## src/rtl/ah_rr_requester_8.sv

```systemverilog
// Requester front end for the 8-way round-robin arbiter.
// Queues per-channel jobs, drives req, and runs fixed-length bursts on grant.
module ah_rr_requester_8 #(
  parameter int NUM_CH    = 8,
  parameter int BURST_LEN = 4,
  parameter int PEND_W    = 2
) (
  input  logic              clk,
  input  logic              rst,
  input  logic [NUM_CH-1:0] job_push,
  input  logic [NUM_CH-1:0] gnt,
  output logic [NUM_CH-1:0] req,
  output logic [NUM_CH-1:0] own,
  output logic [NUM_CH-1:0] beat_last,
  output logic [NUM_CH-1:0] pend_full,
  output logic              push_ovf,
  output logic              err_gnt,
  output logic              busy
);

  localparam int BW = 4;
  localparam logic [PEND_W-1:0] PMAX = '1;
  localparam logic [BW-1:0] BLOAD = BW'(BURST_LEN - 1);

  logic [PEND_W-1:0] pend_q [NUM_CH];
  logic [PEND_W-1:0] pend_d [NUM_CH];
  logic [BW-1:0]     beat_q [NUM_CH];
  logic [BW-1:0]     beat_d [NUM_CH];
  logic [NUM_CH-1:0] own_q;
  logic [NUM_CH-1:0] own_d;
  logic [NUM_CH-1:0] nz;
  logic [NUM_CH-1:0] full;
  logic [NUM_CH-1:0] acc_gnt;
  logic [NUM_CH-1:0] acc_push;
  logic              gnt_onehot;
  logic              gnt_legal;
  logic              ovf_q;
  logic              err_q;

  always_comb begin
    nz        = '0;
    full      = '0;
    beat_last = '0;
    for (int i = 0; i < NUM_CH; i++) begin
      nz[i]        = pend_q[i] != '0;
      full[i]      = pend_q[i] == PMAX;
      beat_last[i] = own_q[i] && (beat_q[i] == '0);
    end
  end

  assign req       = nz & ~own_q;
  assign own       = own_q;
  assign pend_full = full;
  assign busy      = |(nz | own_q);
  assign push_ovf  = ovf_q;
  assign err_gnt   = err_q;

  // An illegal vector is dropped as a whole, never partially applied
  assign gnt_onehot = (gnt != '0) &&
                      ((gnt & (gnt - NUM_CH'(1))) == '0);
  assign gnt_legal  = (gnt == '0) ||
                      (gnt_onehot && ((gnt & req) != '0));
  assign acc_gnt    = gnt_legal ? gnt : '0;
  assign acc_push   = job_push & ~full;

  always_comb begin
    own_d = own_q;
    for (int i = 0; i < NUM_CH; i++) begin
      pend_d[i] = pend_q[i] + PEND_W'(acc_push[i])
                            - PEND_W'(acc_gnt[i]);
      beat_d[i] = beat_q[i];
      if (acc_gnt[i]) begin
        own_d[i]  = 1'b1;
        beat_d[i] = BLOAD;
      end else if (own_q[i]) begin
        if (beat_q[i] == '0) own_d[i] = 1'b0;
        else beat_d[i] = beat_q[i] - BW'(1);
      end
    end
  end

  always_ff @(posedge clk) begin
    if (rst) begin
      own_q <= '0;
      ovf_q <= 1'b0;
      err_q <= 1'b0;
      for (int i = 0; i < NUM_CH; i++) begin
        pend_q[i] <= '0;
        beat_q[i] <= '0;
      end
    end else begin
      own_q <= own_d;
      ovf_q <= |(job_push & full);
      err_q <= ~gnt_legal;
      for (int i = 0; i < NUM_CH; i++) begin
        pend_q[i] <= pend_d[i];
        beat_q[i] <= beat_d[i];
      end
    end
  end

endmodule

```

## config.mk

```make
export PLATFORM = sky130hd
export DESIGN_NAME = ah_rr_requester_8
export DESIGN_NICKNAME = d
export VERILOG_FILES = /design/src/rtl/ah_rr_requester_8.sv
export SDC_FILE = /design/constraint.sdc
export NUM_CORES = 1
export LEC_CHECK = 0
export CAP_MARGIN = 20
export CORE_MARGIN = 1
export CORE_UTILIZATION = 25
export DETAILED_ROUTE_END_ITERATION = 12
export PLACE_DENSITY = 0.48
export SLEW_MARGIN = 25
export SYNTH_ARGS = -nofsm -noshare
export SYNTH_HDL_FRONTEND = slang
export SYNTH_SLANG_ARGS = --single-unit
export TNS_END_PERCENT = 30
```

## constraint.sdc

```tcl
create_clock -name clk -period 4.2 [get_ports clk]
set_input_delay 0.84 -clock clk [delete_from_list [all_inputs] [get_ports clk]]
set_output_delay 0.84 -clock clk [all_outputs]
set_load 0.02 [all_outputs]
```

Word level (Yosys, flattened, before mapping)
Memory sizes are Yosys's and may differ from the RTL's.
Cells that the tools add are included.
{ "word_totals": {"n_memories": 2, "input_bits": 18, "output_inout_bits": 35, "ram_bits": 48, "wordCells": 164, "ff_bits": 10} }
{ "op_classes": {"n_mux": 68, "n_eq_ne": 8, "bitwise_logic": 25, "n_reduce_logical": 33, "add_sub_neg": 25} }
{ "memory_table": {"columns": ["name", "words", "word_bits", "read_ports", "rd_ports_with_merged_regs", "wr", "line", "text"], "rows": [
  ["beat_q", 8, 4, 8, 0, 8, "27", "logic [BW-1:0] beat_q [NUM_CH];"],
  ["pend_q", 8, 2, 8, 0, 8, "25", "logic [PEND_W-1:0] pend_q [NUM_CH];"]
]} }
{ "ops": {"columns": ["op", "n"], "rows": [
  ["4-bit 2-to-1 mux", 32],
  ["8-bit bitwise AND", 5],
  ["4-bit zero test", 8],
  ["4-bit by 1-bit subtractor with 4-bit output, second input constant", 8],
  ["1-bit 2-to-1 mux", 27],
  ["2-bit by 1-bit adder with 2-bit output", 8],
  ["2-bit == test, second input constant", 8],
  ["8-bit zero test", 2],
  ["2-bit 2-to-1 mux", 8],
  ["8-bit inverter", 2],
  ["1-bit OR", 16],
  ["2-bit nonzero test", 8],
  ["8-bit nonzero test", 2],
  ["8-bit OR reduction", 2],
  ["2-bit by 1-bit subtractor with 2-bit output", 8],
  ["1-bit logical AND", 10],
  ["8-bit 2-to-1 mux", 1],
  ["8-bit OR", 1],
  ["8-bit by 1-bit subtractor with 8-bit output, second input constant", 1],
  ["1-bit logical OR", 1],
  ["1-bit inverter", 1]
]} }

Longest topological paths before layout
{ "logic_depth": {"depth_word": 9, "depth_mapped": 11, "ltp_nobuf": 11} }

Worst setup path after synthesis
No wires, ideal clock.
{ "synth_timing": {"path_kind": "input to register", "startpoint": "input gnt[0]", "endpoint": "memory pend_q[2][1] (netlist: pend_q[0][5])", "slack_ns": 1.193, "path_buffers": 0, "stages": 11, "t_arrival_ns": 2.879, "cell_sequence": "or3_4 -> or3_4 -> a21oi_4 -> o2111ai_1 -> inv_1 -> ha_1 -> inv_1 -> ha_1 -> xor2_1 -> xnor2_1 -> nor2_1"} }
{ "synth_lines": {"columns": ["item", "line", "text"], "rows": [
  ["start: declaration", "11", "input logic [NUM_CH-1:0] gnt,"],
  ["end: declaration", "25", null]
]} }

==> metrics.txt <==
Post-Syn Instances around 360; worst setup margin 718 ps; WS Path Type in -> reg; mux contribution to synthesized area 0%; total overflow reported by the global router 0; syn nets roughly 410; clk sink count 58; number of max-cap violations 0; Synth Area in Simple Gates 16.2%; post-synth cell types 44; Leak 1.74 nW; GRT Overall Usage 13.1%; Root Driver clkbuf_16; worst-margin pin slew 653 ps; DP HPWL 6350 µm; Clock Power Share between 40% and 50%; Post-DRT Antenna Nets 0; Yosys Warn Count 0; PostCTS Resize Cnt 0; H-tree depth 3; total CTS buffers 9; Placer Congestion 0.724; Remaining DRCs 0; Critical Path RT 4390 ps; Final Setup Violations 0; Peak supply drop around 0.16 mV; area added between synthesis and finish 31.7%; Die Ht 117 µm; Initial Utilization 25.8%; CP Capture Type flop; # IOs 53; IO Port Bufs 52; row count 41; fin nets 468; sequential area share after synthesis a little over a third; RSZ-0062 raised after global routing no; initial antenna violation count 0; Switch Pwr 0.418 mW; crit path time final roughly 3500 ps; synthesis-stage register bit count 58; initial detailed-routing violation count 111; Reg area roughly 0.0012 mm²; status complete, no violations; Cell Int Power 1.19 mW; Post-Synth XOR/XNOR Area 10.1%; clock-pin slew on the worst setup and hold paths 50 ps; layout cells sized above 1 between 10% and 20%; Core ar. 0.0127 mm²; compound-cell area share of the yosys netlist 19.1%; fillcell total 1328; wire per inst 14.1 µm; worst hold slack 528 ps; largest net degree at the start of global routing 60; Multi-input gate area 0.00191 mm²; drt via density 4.53; Reg power frac 37.4%; Syn Area/Cell 9.17 µm²; asr flop ratio synth 0%; Clock Skews a little under 9 ps; Final Max Slew Viols 0; Fin. Hold Viols 0; hold buffer count at cts 0; drt pass-1 iters 4; vias 2693; number of synthesized flops with an enable pin 0; max_slew headroom a little under three fifths; vias in the first global route 2471; Max Clock Freq 0.287 GHz; worst skew pair latency around 330 ps; WL final 8400 µm; Switching Share 26.0%; worst slack, placed approximately 370 ps; Clock Path Buffers 2; Setup TNS 0 ps; synthesized cell area around 0.0033 mm²; first-pass GRT wire length around 13000 µm; post-CTS setup buffers 0; WP data arrival roughly 3700 ps; CP Max Fanout 8; Combinational Power Share between 10% and 20%; main combinational cell family by area after synthesis compound AO/OA/AOI/OAI gates; die width 117 µm; Synth Area in Adders 12.8%; n_diodes 0; DIE AREA 0.0136 mm²; HP Class reg -> reg; Synth Flop Type dfxtp_1; CTS tree yes; PwrDens 371 mW/mm²; fin crit share just over 80%; CP Launch Type input port
-- cells in the mapped netlist, types with 2 or more instances --
master | instances | area share, %
a211oi_1 | 9 | 2.1
inv_1 | 47 | 5.4
xor2_1 | 16 | 4.3
nand2_2 | 2 | 0.38
nor2b_1 | 16 | 3.0
clkbuf_1 | 7 | 0.80
nor3b_1 | 2 | 0.46
nor2_1 | 20 | 2.3
a22oi_1 | 8 | 1.8
a2111oi_0 | 7 | 1.9
or3_4 | 2 | 0.69
nor4_1 | 13 | 2.5
and2_1 | 12 | 2.3
a21oi_1 | 22 | 3.4
maj3_1 | 2 | 0.61
or3b_2 | 4 | 1.1
a221oi_2 | 4 | 1.8
o31ai_1 | 3 | 0.69
o21ba_2 | 8 | 2.4
o2111ai_1 | 7 | 1.9
nand2_1 | 12 | 1.4
nor4b_1 | 3 | 0.80
ha_1 | 32 | 12
nand2b_1 | 2 | 0.38
xnor2_1 | 22 | 5.9
dfxtp_1 | 58 | 35
-- stage by stage --
step	total power [mW]	cell area [µm²]	util, %	std cells
after global routing	1.69	4330	34.0	595
after detailed placement	0.879	4020	31.6	579
after CTS	1.64	4330	34.0	595
final	1.61	4330	34.0	595
after floorplan	0.768	3280	-	358
after global placement	0.878	4020	31.6	579
-- critical path, cell delays in order --
cell             delay [ps]
clkdlybuf4s50_1         490
or3_4                   390
or3_4                   390
a21oi_4                 260
o2111ai_1               330
inv_1                   150
ha_1                    230
inv_1                    60
ha_1                    150
xor2_1                  180
xnor2_1                 140
nor2_1                   60
-- cell usage in the layout, fill, tap and decap left out, types with 12 or more instances in the layout --
cell / count
and2_1: 12
a21oi_1: 22
clkdlybuf4s50_1: 51
xor2_1: 16
inv_1: 47
nor2b_1: 16
xnor2_1: 22
nand2_1: 12
ha_1: 32
nor2_1: 20
dfxtp_1: 58
nor4_1: 13
-- power groups by stage --
stage	clock (mW)	sequential [mW]	combinational (mW)
after floorplan	0	0.606	0.162
after global routing	0.793	0.604	0.290
after global placement	0	0.611	0.267
after detailed placement	0	0.611	0.268
final	0.739	0.600	0.266
after CTS	0.766	0.600	0.270
-- per-layer routing --
| layer | up-vias | part of all wire [%] | GRT usage, % |
|---|---|---|---|
| met1 | 1252 | 47 | 16.1 |
| met5 | - | 0 | 0 |
| met3 | 12 | 5.1 | 3.89 |
| met4 | 0 | 1.7 | 5.32 |
| li1 | 1375 | - | - |
| met2 | 54 | 47 | 21.3 |
-- state kept, by name, summed over array words and instances (netlist names) --
register,count
beat_q,32
err_gnt,1
own,8
pend_q,16
push_ovf,1
-- kinds of logic (layout without fill, tap and decap cells) --
kind of cell | Yosys count | after routing
xor+xnor | 38 | 38
fa+ha+maj | 34 | 34
compound gates | 80 | 80
simple gates | 93 | 93
buf+inv | 55 | 120
flops | 58 | 58
-- path summary, 6_finish.rpt --
kind | from | endpoint | slack, ps | cells after the start
min | beat_q[1][12] | beat_q[1][12] | 530 | 2
max | gnt[3] | pend_q[1][5] | 720 | 12
max reg2reg | own[5] | pend_q[1][5] | 1380 | 11
min reg2reg | beat_q[1][12] | beat_q[1][12] | 530 | 2
-- layout make-up --
cell class | count | area share (%)
clock buffers | 11 | 5.84
clock inverters | 5 | 1.21
inverters | 47 | 4.08
multi-input cells | 245 | 44.2
flip-flops and latches | 58 | 26.8
well taps | 172 | 4.97
repair buffers | 57 | 12.8
No activity file was read; power rests on OpenSTA's default activity.
==> RTL change: new RTL, same flow settings <==
Set the parameter `NUM_CH` to 32 (it was 8).
--- a/src/rtl/ah_rr_requester_8.sv
+++ b/src/rtl/ah_rr_requester_8.sv
@@ -1,7 +1,7 @@
 // Requester front end for the 8-way round-robin arbiter.
 // Queues per-channel jobs, drives req, and runs fixed-length bursts on grant.
 module ah_rr_requester_8 #(
-  parameter int NUM_CH    = 8,
+  parameter int NUM_CH    = 32,
   parameter int BURST_LEN = 4,
   parameter int PEND_W    = 2
 ) (
Ports: changed (6 resized); port bits go from 53 to 197. No check against the original RTL was run, so the function may have changed too.
==> RTL change against the unedited design <==
Wire length grew to 5.5 times the old value. Worst setup slack got worse by 570 ps. Clock power rose to 3.4 times the old value. Cell area grew to 4.0 times the old value. Area after synthesis grew to 4.0 times the old value. Synthesized cell count rose to 4.2 times the old value. Utilization fell by 0.17 points. Non-clock buffer count rose by 236. Total power rose to 3.6 times the old value. Via count rose to 4.4 times the old value. Count of clock-buffer cells in the layout grew 26. Worst hold slack better by 11 ps. Sequential cell count increased by 168. Critical path type unchanged.
==> RTL change: results (changes against the unedited design) <==
.. list-table::
   :header-rows: 1

   * - Metric
     - Value
   * - Result of the run
     - complete, no violations
   * - Vias per std cell
     - 4.755 (+5.1%)
   * - Total routing resource utilization after global routing
     - 0.1722 (+0.04148)
   * - Skew final
     - 12.27 ps (+3.392 ps)
   * - Proportion of synthesized chip area in sequential cells
     - 0.3461 (-0.007429)
   * - Post-synthesis cell type count
     - 54 (+23%)
   * - Leakage power total
     - 7.182 nW (+310%)
   * - Nets
     - 1969 (+320%)
   * - Peak supply drop
     - 0.2643 mV (+60%)
   * - Most instantiated cells after synthesis
     - sky130_fd_sc_hd__dfxtp_1, sky130_fd_sc_hd__inv_1, sky130_fd_sc_hd__ha_1, sky130_fd_sc_hd__nand2_1, sky130_fd_sc_hd__nor2_1
   * - Placement-stage worst setup slack
     - -708.6 ps (-1077 ps)
   * - TritonCTS Buffers
     - 28 (+19)
   * - Power of the sequential group
     - 2.29 mW (+280%)
   * - Post-Place Cells
     - 2417 (+320%)
   * - Fillers
     - 5372 (+300%)
   * - Pre-antenna DRT Iters
     - 5 (+1)
   * - Largest buffer count on any clock path
     - 3 (+1)
   * - Count of H-tree levels built during CTS
     - 1 (-2)
   * - Final core area utilization
     - 0.3384 (-0.001693)
   * - Synthesis warning total
     - 0 (unchanged)
   * - Largest stage delay, worst path
     - 570 ps (+80 ps)
   * - Number of antenna violations at the first check in global routing
     - 3 (+3)
   * - Worst flop-to-flop path startpoint
     - own[17]
   * - Detailed Place HPWL
     - 36.73 mm (+480%)
   * - Post-Synthesis Net Count
     - 1705 (+320%)
   * - Placed Instance Area
     - 0.01632 mm² (+310%)
   * - Number of flip-flops under the largest register name
     - 128 (+300%)
   * - Final standard cell count with taps included and fillers excluded
     - 2477 (+320%)
   * - Largest net degree at the start of global routing
     - 103 (+72%)
   * - Power in combinational cells
     - 0.915 mW (+240%)
   * - Mapped Avg Cell Area
     - 8.652 µm² (-5.7%)
   * - First-iteration detailed-routing DRC count
     - 805 (+630%)
   * - Switching share of power
     - 0.2742 (+0.01397)
   * - Cell with the largest stage delay on the worst path
     - sky130_fd_sc_hd__or4_4
   * - Startpoint of the worst hold path
     - beat_q[0][56]
   * - Start point of the critical path
     - gnt[16]
   * - Critical path data arrival time
     - 4480 ps (+810 ps)
   * - Final RePlAce weighted congestion
     - 0.8540 (+18%)
   * - Final routed wirelength across all metal layers
     - 46.45 mm (+450%)
   * - Met1 global-route usage
     - 0.2415 (+0.08056)
   * - Global-route wire length before repair
     - 69.70 mm (+440%)
[RTL change: cell types whose count changed in the layout (fill, tap and decap cells not counted), moves of 69 or more]
cell	change
sky130_fd_sc_hd__buf_4	+82
sky130_fd_sc_hd__clkdlybuf4s50_1	+133
sky130_fd_sc_hd__dfxtp_1	+168
sky130_fd_sc_hd__ha_1	+95
sky130_fd_sc_hd__inv_1	+85
sky130_fd_sc_hd__nand2_1	+105
sky130_fd_sc_hd__nor2_1	+80
sky130_fd_sc_hd__xnor2_1	+69
[RTL change: final timing paths]
| kind | endpoint | slack (ps) | depth (start not counted) |
|---|---|---|---|
| max | pend_q[1][19] | 150 | 17 |
| min | beat_q[0][56] | 540 | 2 |
| max reg2reg | pend_q[1][23] | 580 | 18 |
| min reg2reg | beat_q[0][56] | 540 | 2 |
[RTL change: area by class of cell]
| type | count | share of cell area |
|---|---|---|
| Multi-Input combinational cell | 1094 | 0.4489 |
| Sequential cell | 226 | 0.2596 |
| Timing Repair Buffer | 293 | 0.1599 |
| Tap cell | 680 | 0.04881 |
| Clock buffer | 37 | 0.04565 |
| Inverter | 132 | 0.02843 |
| Clock inverter | 14 | 0.008614 |
| Antenna cell | 1 | 0.0001436 |
[RTL change: metal layers]
metal	share of wire	wire length, µm	vias up
met5	0	0	-
met4	0.016	741	0
met3	0.066	3075	48
met2	0.44	20570	325
met1	0.48	22070	5639
li1	-	-	5766
[RTL change: repair_timing]
action / CTS / global route
setup buffers: 7 / 1
cloned: 0 / 0
pin swaps: 15 / 9
endpoints found under the setup margin: 22 / 35
gates resized for setup: 23 / 10
[RTL change: cells by family after synthesis]
family	share of synthesized area
buffers and inverters	0.05992
AO/OA/AOI/OAI	0.1537
AND/OR/NAND/NOR	0.2124
flip-flops	0.3461
XOR/XNOR	0.1038
adder cells (fa/ha/maj)	0.1240
